## config.mk

```make
export PLATFORM = sky130hd
export DESIGN_NAME = pixel_scan_controller
export DESIGN_NICKNAME = d
export VERILOG_FILES = /design/src/rtl/pixel_scan_controller.sv
export SDC_FILE = /design/constraint.sdc
export NUM_CORES = 1
export LEC_CHECK = 0
export ABC_AREA = 1
export BUFFER_PORTS_ARGS = -buffer_cell sky130_fd_sc_hd__buf_2
export CORE_UTILIZATION = 50
export DETAILED_ROUTE_END_ITERATION = 6
export PLACE_DENSITY = 0.84
export SKIP_LAST_GASP = 1
export SLEW_MARGIN = 20
export SYNTH_ARGS = -nofsm -noshare
export SYNTH_HDL_FRONTEND = slang
export SYNTH_SLANG_ARGS = --single-unit
```

## constraint.sdc

```tcl
create_clock -name i_clk -period 2.2 [get_ports i_clk]
set_input_delay 0.44 -clock i_clk [delete_from_list [all_inputs] [get_ports i_clk]]
set_output_delay 0.44 -clock i_clk [all_outputs]
set_load 0.03 [all_outputs]
```

## src/rtl/pixel_scan_controller.sv

```systemverilog
// Pixel scan controller: walks one image frame in raster order, presents
// centered signed coordinates to the delta lookup, registers the returned
// per-microphone delays and hands them downstream over valid/ready.
module pixel_scan_controller #(
  parameter int COLS = 80,
  parameter int ROWS = 60,
  parameter int NMIC = 16,
  parameter int XW   = $clog2(COLS),
  parameter int YW   = $clog2(ROWS),
  parameter int IW   = $clog2(COLS*ROWS)
) (
  input  logic                 i_clk,
  input  logic                 i_rst,
  input  logic                 i_start,
  input  logic                 i_abort,
  output logic signed [XW-1:0] o_p_x,
  output logic signed [YW-1:0] o_p_y,
  input  logic [NMIC*8-1:0]    i_delta,
  output logic [NMIC*8-1:0]    o_delta,
  output logic [IW-1:0]        o_pix_idx,
  output logic                 o_valid,
  input  logic                 i_ready,
  output logic                 o_busy,
  output logic                 o_frame_done
);

  localparam logic signed [XW-1:0] X_MIN = XW'(-(COLS/2));
  localparam logic signed [XW-1:0] X_MAX = XW'(COLS/2 - 1);
  localparam logic signed [YW-1:0] Y_MIN = YW'(-(ROWS/2));
  localparam logic [IW-1:0]        LAST  = IW'(COLS*ROWS - 1);

  typedef enum logic [1:0] {IDLE, SCAN, DRAIN} state_t;

  state_t        state;
  logic [IW-1:0] idx;
  logic          load;

  // A new pixel is captured whenever the output slot is empty or being emptied.
  assign load   = (state == SCAN) && (!o_valid || i_ready);
  assign o_busy = (state != IDLE);

  // Scan FSM, coordinate/index counters and the registered output beat.
  always_ff @(posedge i_clk) begin
    if (i_rst) begin
      state        <= IDLE;
      o_p_x        <= X_MIN;
      o_p_y        <= Y_MIN;
      idx          <= '0;
      o_pix_idx    <= '0;
      o_delta      <= '0;
      o_valid      <= 1'b0;
      o_frame_done <= 1'b0;
    end else if (i_abort) begin
      state        <= IDLE;
      o_p_x        <= X_MIN;
      o_p_y        <= Y_MIN;
      idx          <= '0;
      o_valid      <= 1'b0;
      o_frame_done <= 1'b0;
    end else begin
      o_frame_done <= 1'b0;
      case (state)
        IDLE: begin
          if (i_start) state <= SCAN;
        end
        SCAN: begin
          if (load) begin
            o_delta   <= i_delta;
            o_pix_idx <= idx;
            o_valid   <= 1'b1;
            if (idx == LAST) begin
              o_p_x <= X_MIN;
              o_p_y <= Y_MIN;
              idx   <= '0;
              state <= DRAIN;
            end else begin
              idx <= idx + IW'(1);
              if (o_p_x == X_MAX) begin
                o_p_x <= X_MIN;
                o_p_y <= o_p_y + YW'(1);
              end else begin
                o_p_x <= o_p_x + XW'(1);
              end
            end
          end
        end
        DRAIN: begin
          // The final beat is already loaded; only its handshake remains.
          if (o_valid && i_ready) begin
            o_valid      <= 1'b0;
            o_frame_done <= 1'b1;
            state        <= IDLE;
          end
        end
        default: state <= IDLE;
      endcase
    end
  end

endmodule

```

Word level (Yosys, flattened, before mapping)
Cells that the tools add are included.
W data, S select, Z words.
{"block": "classes", "n_mux": 14, "n_addsub": 3, "n_bitwise": 2, "reduce_logical": 15, "eq_ne": 8}
{"operator": "$mux W7", "count": 2}
{"operator": "$add A13 B1 Y13 const B", "count": 1}
{"operator": "$eq A13 B13 Y1 const B", "count": 1}
{"operator": "$mux W13", "count": 1}
{"operator": "$mux W6", "count": 2}
{"operator": "$reduce_and A3 Y1", "count": 3}
{"operator": "$mux W2", "count": 4}
{"operator": "$add A7 B2 Y7 const B", "count": 1}
{"operator": "$eq A7 B7 Y1 const B", "count": 1}
{"operator": "$add A6 B2 Y6 const B", "count": 1}
{"operator": "$ne A2 B2 Y1 const B", "count": 3}
{"operator": "$pmux W2 S3", "count": 1}
{"operator": "$reduce_bool A2 Y1", "count": 3}
{"operator": "$reduce_and A4 Y1", "count": 1}
{"operator": "$mux W1", "count": 3}
{"operator": "$reduce_or A3 Y1", "count": 1}
{"operator": "$eq A2 B1 Y1 const B", "count": 1}
{"operator": "$eq A2 B2 Y1 const B", "count": 1}
{"operator": "$logic_and A1 B1 Y1", "count": 2}
{"operator": "$logic_not A2 Y1", "count": 1}
{"operator": "$ne A2 B1 Y1 const B", "count": 1}
{"operator": "$not A1 Y1", "count": 2}
{"operator": "$pmux W1 S2", "count": 1}
{"operator": "$reduce_and A2 Y1", "count": 1}
{"operator": "3 further kinds", "count": 3}
{"block": "totals", "inputBits": 133, "ff_bits": 171, "out_inout_bits": 157}

Logic depth before layout (Yosys ltp)
Gate-level depths: netlist of the first run.
{"block": "logic_depth", "word_depth": 5, "ltp_mapped": 10, "ltp_nobuf": 9}

Least setup slack after synthesis of the first run
OpenSTA, ideal clock, no wires.
{"block": "synth_timing", "path_kind": "flip-flop to flip-flop", "startpoint": "register o_p_x[1]", "endpoint": "register o_p_x[6]", "arrival_ns": 1.374, "path_stages_with_launch": 9, "required_ns": 2.082, "setup_slack_ns": 0.708, "setup_time_ns": 0.118, "path_buffers": 0, "period_less_slack_ns": 1.492, "path_cell_list": "dfxtp_1 -> ha_1 -> nand2_1 -> inv_1 -> nand2_1 -> nor2_1 -> nand3_1 -> xor2_1 -> nand2_1"}
{"block": "synth_via", "elab_chain_cells": 3}
{"item": "from (decl)", "line_no": "16", "rtl": "output logic signed [XW-1:0] o_p_x,"}
{"item": "from (signal assigned)", "line_no": "82", "rtl": "o_p_x <= o_p_x + XW'(1);"}
{"item": "$add A7 B2 Y7 or $eq A7 B7 Y1 (tied branches)", "line_no": "82, 78"}
{"item": "$mux W7 *", "line_no": "78", "rtl": "if (o_p_x == X_MAX) begin"}
{"item": "$mux W7 *", "line_no": "71", "rtl": "if (idx == LAST) begin"}
Every way passes the cells marked *; elsewhere a longest branch is shown, timed or not.
A chain may end at the register's enable or synchronous reset.

Worst setup path in the final report of the first run
{"block": "layout_timing", "startpoint": "register state[0]", "endpoint": "register o_delta[45]"}
{"block": "layout_via", "elab_chain_cells": 3}
{"item": "from (decl)", "line_no": "34", "rtl": "state_t state;"}
{"item": "from (signal assigned)", "line_no": "45", "rtl": "state <= IDLE;"}
{"item": "from (signal assigned)", "line_no": "54", "rtl": "state <= IDLE;"}
{"item": "from (signal assigned)", "line_no": "64", "rtl": "if (i_start) state <= SCAN;"}
{"item": "$eq A2 B1 Y1 *", "line_no": "39, 62"}
{"item": "$logic_and A1 B1 Y1", "line_no": "39", "rtl": "assign load = (state == SCAN) && (!o_valid || i_ready);"}
{"item": "$reduce_and A3 Y1 (no line) *"}
{"item": "to (signal assigned)", "line_no": "68", "rtl": "o_delta <= i_delta;"}
{"item": "to (decl)", "line_no": "19", "rtl": "output logic [NMIC*8-1:0] o_delta,"}
Marked as above.

==> results of run 1 <==
## routing by layer
metal  part of all wire (%)  global-route usage (%)
met5                      0                       0
met4                    2.7                   11.30
met3                    7.3                   6.492
met2                     48                   42.28
met1                     42                   32.41
## registers in the layout (all words and copies together), names as in the netlist
signal	count
o_pix_idx	13
o_frame_done	1
idx	13
o_valid	1
o_p_y	6
o_p_x	7
state	2
o_delta	128
## final cells by class
type                            count  area (µm²)
Tap cell                          172       215.2
Antenna cell                        1       2.502
Timing Repair Buffer              301        1602
Clock buffer                       19       442.9
Clock inverter                     13       140.1
Sequential cell                   171        3423
Multi-Input combinational cell    590        2754
Fill cell                        1090        4119
Inverter                           33       126.4
## worst min-delay path: stages
cell,delay [ns]
buf_2,0.09
nand2_1,0.05
a21oi_1,0.06
## path summary, 6_finish.rpt
kind,startpoint,endpoint
setup / recovery,state[0],o_delta[45]
hold / removal,i_start,state[0]
setup reg to reg,state[0],o_delta[45]
hold reg to reg,o_pix_idx[11],o_pix_idx[11]
## where the power goes
| part | switching [mW] | internal, mW | leakage (nW) |
|---|---|---|---|
| combinational | 0.374 | 0.194 | 2.24 |
| sequential | 0.0283 | 3.15 | 1.38 |
| clock | 1.25 | 1.71 | 0.277 |
## through the flow
stage	hold slack, ns	power, mW	util (%)
after floorplan	0.4742	3.597	-
after global placement	0.4440	3.810	63.32
after detailed placement	0.4489	3.815	63.32
after CTS	0.2654	6.750	67.86
after global routing	0.2780	6.929	67.88
final	0.2809	6.709	67.88
## logic make-up (layout without fill, tap and decap cells)
family | after synthesis | after routing | synth area share, %
adders and majority gates | 3 | 3 | 0.5604
and+or+nand+nor | 417 | 417 | 27.08
buffers and inverters | 98 | 366 | 7.863
other | 0 | 1 | 0
AOI/OAI and AO/OA | 159 | 159 | 11.95
DFF | 171 | 171 | 51.10
xor gates and xnor gates | 11 | 11 | 1.438
## cells in the final DEF, fill, tap and decap left out, drive strengths merged, types with 3 or more instances in the layout
master / synthesis / routed
nand4: 10 / 10
clkinvlp: 0 / 4
buf: 41 / 301
nand3: 157 / 157
o21ai: 6 / 6
ha: 3 / 3
a21oi: 151 / 151
dfxtp: 171 / 171
clkbuf: 24 / 19
inv: 32 / 36
xor2: 11 / 11
nand2: 202 / 202
clkinv: 1 / 4
nor2: 45 / 45
==> results.py, run 1 <==
metrics = {
    "clocking": {
        "cts_buffers": 17,
        "clockRootBuffer": "clkbuf_16",
        "hold_buffers": 0,
        "cts.clk_slew.worst_paths_ns": 0.06,
        "cts.sinks": 171,
        "ctsResizeCount": 0,
        "post-cts-setup-buffers": 0,
        "cts_tree": "yes",
        "cts_buffer_depth": 2,
        "cts_max_level": 4,
        "worst_skew_pair.late_latency_ns": 0.42,
    },
    "yosys": {
        "synth_area_per_cell_um2": 7.799,
        "synth_area_leaders": "dfxtp_1 51%, nand3_1 12%, a21oi_1 11%",
        "netlist_instances": 859,
        "synth_area_leader_cell": "dfxtp_1",
        "synth-seq-cells": 171,
        "synth_warnings": 0,
        "synth_seq_area_share_pct": 51.10,
        "synth_ff_type": "dfxtp_1",
        "synth_top_area_share_pct": 51.10,
        "syn_nets": 995,
        "synthTopCellsByCount": "199 x nand2_1, 171 x dfxtp_1, 156 x nand3_1, 151 x a21oi_1, 43 x nor2_1",
        "ys_types": 25,
        "post-synth-top-count-cell": "nand2_1",
        "synth_area_um2": 6699,
        "synth-edff-count": 0,
        "async_reset_ff_share_pct": 0,
    },
    "route": {
        "drtIter0Drc": 572,
        "route.detailed.drc": 0,
        "ant_nets": 0,
        "avgRoutedWirePerCell_um": 13.99,
        "vias": 6719,
        "wl_um": 18180,
        "drtPass1Iterations": 7,
        "viasPerCell": 5.168,
    },
    "sta": {
        "max_slew.worst_pin.slew_ns": 0.6565,
        "setup_ws_ns": 0.4203,
        "report.final.slew_viol_count": 0,
        "rsz0062_at_grt": "false",
        "finClkSkew_ns": 0.004650,
        "max_freq_mhz": 561.9,
        "hold_viol_final": 0,
        "finalSetupViolCount": 0,
        "slew_headroom_pct": 56.23,
        "period_needed_ns": 1.780,
        "tns_ns": 0,
        "min_period_over_period_pct": 80.89,
    },
    "setup_path": {
        "reg2reg_depth": 6,
        "worstPathRequired_ns": 2.54,
        "cp_num_buf_inv": 2,
        "path_cells": "nand2_1, nor2_4, buf_4, buf_4, nand3_1, a21oi_1",
        "crit_top_cell": "buf_4",
        "critPathMaxFanout": 19,
        "path_depth": 6,
        "critPathSlowestCell": "nor2_4",
        "cpPeakStageDelay_ns": 0.48,
        "setup.worst_path.class": "reg2reg",
        "end_kind": "flip-flop",
        "start_kind": "flip-flop",
        "crit_family": "simple AND/OR/NAND/NOR gates",
        "r2r_slack_ns": 0.42,
        "arrival_ns": 2.12,
    },
    "global_route": {
        "grt_overflow": 0,
        "grt_pass1_vias": 6084,
        "antenna_found_initial": 1,
        "track_usage_pct": 25.95,
        "grt_pass1_wl_um": 29500,
        "grt_max_degree": 142,
    },
    "floorplanning": {
        "die_h_um": 117.8,
        "start_util_pct": 52.23,
        "die_area_um2": 13870,
        "io_pins": 290,
        "core_area_um2": 12820,
        "die_width_um": 117.8,
        "rows": 41,
    },
    "min_path": {
        "hold_path.class": "in2reg",
        "hold_depth": 3,
    },
    "cells_and_area": {
        "stdcell_count": 1300,
        "drive_above_1_share_pct": 30.35,
        "syn_to_final_growth_pct": 29.96,
        "final_cell_area_um2": 8706,
        "nets": 1250,
    },
    "power_and_ir_drop": {
        "power_leakage_nw": 3.898,
        "peakVddDrop_uv": 542.8,
        "power.density_nw_per_um2": 770.7,
    },
    "placed_design": {
        "dpl.hpwl_um": 11900,
        "gp_congestion": 0.8347,
        "io_buffers": 289,
        "postPlaceCellArea_um2": 8120,
        "detailedPlace.worstSlack_ns": 0.3344,
        "dp.cells": 1267,
    },
    "flow_run": {
        "drv_cap": 0,
    },
    "status": {
        "status": "complete, no violations",
    },
}
Power figures use the tool's default switching activity.
==> inputs of run 2 (changes only) <==
- CORE_UTILIZATION: 50 -> 43
- PLACE_DENSITY: 0.84 -> 0.76
- clock period: 2.2 -> 1.5 ns (I/O delays scaled with it)
==> run 2 against run 1 <==
Effect of this change:
- critical path depth rose by 1
- via count rose by 0.52%
- combinational power rose by 54%
- utilization fell by 8.5 points
- worst setup slack got worse by 0.36 ns
- largest cell class unchanged
- sequential cell count did not move
- sequential share of layout area fell by 1.4 points
- highest routed layer unchanged
- clock power rose by 51%
- routed wire length fell by 1.0%
- sequential power rose by 47%
- clock skew rose by 0.0015 ns
- fmax rose by 24%
==> results.py, run 2 (same netlist as run 1, synthesis figures left out) <==
metrics = {
    "sta": {
        "finalSetupViolCount": 0,
        "max_freq_mhz": 694.2,
        "hold_viol_final": 0,
        "setup_ws_ns": 0.05952,
        "finClkSkew_ns": 0.006107,
        "period_needed_ns": 1.440,
        "min_period_over_period_pct": 96.03,
        "rsz0062_at_grt": "true",
        "report.final.slew_viol_count": 0,
        "slew_headroom_pct": 58.66,
        "max_slew.worst_pin.slew_ns": 0.6201,
    },
    "min_path": {
        "hold_path.class": "in2reg",
    },
    "clocking": {
        "cts_buffers": 17,
        "worst_skew_pair.late_latency_ns": 0.41,
        "cts.sinks": 171,
        "cts.clk_slew.worst_paths_ns": 0.06,
        "cts_buffer_depth": 2,
        "cts_tree": "yes",
        "cts_max_level": 4,
        "clockRootBuffer": "clkbuf_16",
        "hold_buffers": 0,
    },
    "cells_and_area": {
        "fill_cells": 1406,
        "mostFrequentLayoutCell": "buf_2",
        "regMostFlops": "o_delta",
        "nets": 1272,
        "reg_top3": "o_delta x128, idx x13, o_pix_idx x13",
        "drive_above_1_share_pct": 32.29,
        "largest_reg_flops": 128,
        "final_cell_area_um2": 9027,
        "mostFrequentLayoutCells": "288 x buf_2, 198 x nand2_1, 169 x dfxtp_1",
        "syn_to_final_growth_pct": 34.76,
        "antenna_cells": 0,
    },
    "route": {
        "drtIter0Drc": 299,
        "drtPass1Iterations": 4,
        "wl_um": 18000,
        "ant_nets": 0,
        "viasPerCell": 5.052,
        "avgRoutedWirePerCell_um": 13.46,
        "route.detailed.drc": 0,
        "vias": 6754,
    },
    "setup_path": {
        "worstPathRequired_ns": 1.84,
        "end_kind": "flip-flop",
        "critPathMaxFanout": 57,
        "start_kind": "flip-flop",
        "arrival_ns": 1.78,
        "setup.worst_path.class": "reg2reg",
    },
    "global_route": {
        "grt_pass1_wl_um": 28390,
        "grt_util_met1_pct": 25.34,
        "grt_busiest_layer": "met2",
        "grt_pass1_vias": 6003,
        "grt_use_met3_pct": 6.453,
        "grt_max_degree": 142,
        "antenna_found_initial": 0,
        "grt_overflow": 0,
        "grt_use_met2_pct": 37.27,
        "track_usage_pct": 21.67,
    },
    "placed_design": {
        "io_buffers": 289,
        "detailedPlace.worstSlack_ns": 0.007800,
        "gp_congestion": 0.8109,
        "postPlaceCellArea_um2": 8353,
        "dpl.hpwl_um": 12120,
    },
    "floorplanning": {
        "die_area_um2": 16080,
        "rows": 45,
        "start_util_pct": 44.07,
        "io_pins": 290,
        "die_width_um": 126.8,
        "die_h_um": 126.8,
        "core_area_um2": 15200,
    },
    "flow_run": {
        "drv_cap": 0,
    },
    "status": {
        "status": "complete, no violations",
    },
    "power_and_ir_drop": {
        "peakVddDrop_uv": 807.0,
        "power.density_nw_per_um2": 1108,
        "power_leakage_nw": 4.070,
    },
}
## run 2: changes by cell type in the layout (fill, tap and decap cells not counted), sizes merged
cell	change
buf	+22
bufinv	+1
clkbuf	+2
clkinv	+4
clkinvlp	-3
diode	-1
inv	-4
## run 2: through the flow
step	setup TNS, ns	instances	hold slack, ns	utilization [%]	power (mW)
floorplan	0	859	0.4472	-	5.275
global placement	0	1303	0.4439	54.95	5.624
detailed placement	0	1303	0.4491	54.95	5.629
CTS	0	1335	0.1172	58.92	10.12
global route	-0.2652	1337	0.1326	59.38	10.40
finish	0	1337	0.1358	59.38	10.00
## run 2: worst max-delay path: stages (launching register included)
cell	delay, ns
dfxtp_1	0.37
nand2_2	0.10
nor2_4	0.13
buf_12	0.14
buf_12	0.11
buf_16	0.22
nand3_1	0.11
a21oi_1	0.17
## run 2: path summary, 6_finish.rpt
kind	depth (start not counted)	start	to	slack, ns
worst min register to register	2	o_delta[23]	o_delta[23]	0.46
worst max-delay path	7	state[0]	o_delta[41]	0.06
worst min-delay path	3	i_start	state[0]	0.14
worst max register to register	7	state[0]	o_delta[41]	0.06
## run 2: area by class of cell
class	instances	area, µm²	area share, %
clock buffer	21	460.4	5.100
clock inverter	11	143.9	1.594
inverter	33	126.4	1.400
multi-input combinational	590	2779	30.78
sequential	171	3426	37.95
tap	188	235.2	2.606
timing repair buffer	323	1857	20.57
## run 2: what timing repair did
item | CTS | global route
gates cloned | 0 | 0
setup buffers | 0 | 2
setup endpoints to repair | 1 | 146
gates resized for setup | 0 | 12
pin swaps | 1 | 3
## run 2: per-layer routing
metal / part of all wire, % / up-vias
met5: 0 / -
met1: 42 / 3066
met4: 2.6 / 0
met2: 48 / 249
met3: 7.4 / 28
li1: - / 3411
## run 2: report_power, final
| part | switching [mW] | leakage (nW) | internal [mW] | total [mW] |
|---|---|---|---|---|
| clock | 1.76 | 0.297 | 2.71 | 4.46 |
| sequential | 0.0395 | 1.38 | 4.62 | 4.66 |
| combinational | 0.555 | 2.39 | 0.322 | 0.877 |
| total | 2.35 | 4.07 | 7.65 | 10.0 |
==> inputs of run 3 (changes only) <==
- CORE_MARGIN: not set -> 2
==> run 3 against run 2 <==
Effect of this change:
- sequential cell count is the same
- global-route usage down 0.51 points
- cell count grew 0.67%
- non-clock buffer count grew 9
- total power grew 0.55%
- critical path type is now reg2out
- highest routed layer unchanged
==> results.py, run 3 (same netlist as run 1, synthesis figures left out) <==
metrics = {
    "clocking": {
        "cts.clk_slew.worst_paths_ns": 0.07,
        "hold_buffers": 0,
        "cts.sinks": 171,
        "clockRootBuffer": "clkbuf_16",
        "cts_buffer_depth": 2,
        "cts_tree": "yes",
        "worst_skew_pair.late_latency_ns": 0.41,
        "cts_buffers": 17,
        "cts_max_level": 4,
    },
    "cells_and_area": {
        "reg_top3": "o_delta x128, idx x13, o_pix_idx x13",
        "drive_above_1_share_pct": 33.42,
        "stdcell_count": 1346,
        "regMostFlops": "o_delta",
        "mostFrequentLayoutCells": "288 x buf_2, 197 x nand2_1, 168 x dfxtp_1",
        "largest_reg_flops": 128,
        "fill_cells": 1361,
        "nets": 1281,
        "mostFrequentLayoutCell": "buf_2",
        "fin_util_pct": 60.42,
        "antenna_cells": 0,
        "syn_to_final_growth_pct": 37.11,
    },
    "global_route": {
        "grt_pass1_vias": 5986,
        "grt_pass1_wl_um": 28770,
        "grt_overflow": 0,
        "antenna_found_initial": 0,
        "grt_max_degree": 88,
        "track_usage_pct": 21.16,
    },
    "setup_path": {
        "critPathSlowestCell": "dfxtp_1",
        "path_depth": 1,
        "end_kind": "primary output",
        "cpPeakStageDelay_ns": 0.46,
        "path_cells": "buf_2",
        "reg2reg_depth": 9,
        "start_kind": "flip-flop",
        "critPathMaxFanout": 7,
        "setup.worst_path.class": "reg2out",
        "worstPathRequired_ns": 1.20,
        "r2r_slack_ns": 0.08,
        "rr_endpoint": "idx[9]",
        "crit_family": "flip-flops",
        "cp_num_buf_inv": 1,
        "reg2reg_from": "o_valid",
        "arrival_ns": 1.13,
    },
    "route": {
        "vias": 6767,
        "avgRoutedWirePerCell_um": 14.00,
        "wl_um": 18850,
        "route.detailed.drc": 0,
        "drtPass1Iterations": 5,
        "drtIter0Drc": 452,
        "ant_nets": 0,
        "viasPerCell": 5.027,
    },
    "placed_design": {
        "gp_congestion": 0.8425,
        "dp.cells": 1309,
        "dpl.hpwl_um": 13100,
        "detailedPlace.worstSlack_ns": 0.03431,
        "io_buffers": 289,
    },
    "sta": {
        "slew_headroom_pct": 70.35,
        "report.final.slew_viol_count": 0,
        "hold_viol_final": 0,
        "max_freq_mhz": 701.5,
        "rsz0062_at_grt": "true",
        "setup_ws_ns": 0.07456,
        "period_needed_ns": 1.425,
        "timing.hold.ws_ns": 0.1399,
        "finalSetupViolCount": 0,
        "tns_ns": 0,
        "max_slew.worst_pin.slew_ns": 0.4442,
        "finClkSkew_ns": 0.008861,
        "min_period_over_period_pct": 95.03,
    },
    "flow_run": {
        "drv_cap": 0,
    },
    "floorplanning": {
        "die_width_um": 128.8,
        "rows": 45,
        "die_h_um": 128.8,
        "core_area_um2": 15200,
        "start_util_pct": 44.07,
        "die_area_um2": 16590,
        "io_pins": 290,
    },
    "min_path": {
        "hold_path.class": "in2reg",
        "worstHoldStart": "i_start",
        "hold-path-endpoint": "state[0]",
        "hold_depth": 3,
    },
    "status": {
        "status": "complete, no violations",
    },
    "power_and_ir_drop": {
        "peakVddDrop_uv": 744.0,
        "power.density_nw_per_um2": 1095,
        "power_leakage_nw": 4.134,
    },
}
-- run 3: cell count changes in the layout (fill, tap and decap cells not counted), moves of 2 or more --
| cell | before | now |
|---|---|---|
| buf_12 | 9 | 16 |
| clkinv_2 | 4 | 0 |
| buf_4 | 24 | 27 |
| inv_6 | 0 | 3 |
| inv_8 | 0 | 3 |
| nor2_1 | 41 | 38 |
| nor2_2 | 2 | 5 |
| buf_16 | 2 | 0 |
-- run 3: cell type report --
type / instances / area, µm² / area share, %
Tap cell: 188 / 235.2 / 2.561
Inverter: 33 / 126.4 / 1.376
Multi-Input combinational cell: 590 / 2796 / 30.45
Sequential cell: 171 / 3427 / 37.31
Clock buffer: 20 / 456.7 / 4.972
Clock inverter: 12 / 153.9 / 1.676
Timing Repair Buffer: 332 / 1989 / 21.66
-- run 3: per-stage QoR --
stage,power [mW],cell area (µm²)
after floorplan,5.275,6699
after global placement,5.659,8461
after detailed placement,5.668,8461
after CTS,10.14,9071
after global routing,10.46,9185
final,10.06,9185
-- run 3: worst max-delay path by stage --
| stage | start | end | slack [ns] |
|---|---|---|---|
| finish | o_p_y[2] | o_p_y[2] | 0.07 |
| global route | o_p_x[1] | o_p_x[6] | -0.02 |
| CTS | state[0] | o_delta[102] | 0.02 |
| detailed placement | state[0] | o_delta[102] | 0.03 |
| global placement | state[1] | o_delta[91] | 0.1 |
| floorplan | o_p_x[1] | o_p_x[6] | 0.008 |
-- run 3: worst register-to-register path, cell delays in order (launching register included) --
cell,delay (ns)
dfxtp_1,0.32
inv_2,0.06
nor2_2,0.05
nor2_4,0.26
buf_12,0.16
nand2_1,0.06
inv_1,0.10
nand3_1,0.12
nor2_1,0.13
nor2_1,0.05
-- run 3: report_power, final --
group | switching (mW) | internal (mW) | leakage (nW) | total, mW
clock | 1.87 | 2.60 | 0.298 | 4.47
sequential | 0.0408 | 4.62 | 1.38 | 4.66
combinational | 0.571 | 0.349 | 2.45 | 0.920
total | 2.48 | 7.58 | 4.13 | 10.1
-- run 3: metal layers --
layer / routed length (µm) / vias up / GRT usage [%]
met5: 0 / - / 0
met4: 339 / 0 / 7.161
met3: 1224 / 24 / 5.655
met2: 8933 / 234 / 35.20
met1: 8352 / 3079 / 26.66
li1: - / 3430 / -
-- run 3: repair_timing --
item,4_1_cts,5_1_grt
resized for setup,0,17
endpoints found under the setup margin,0,55
buffers inserted,0,4
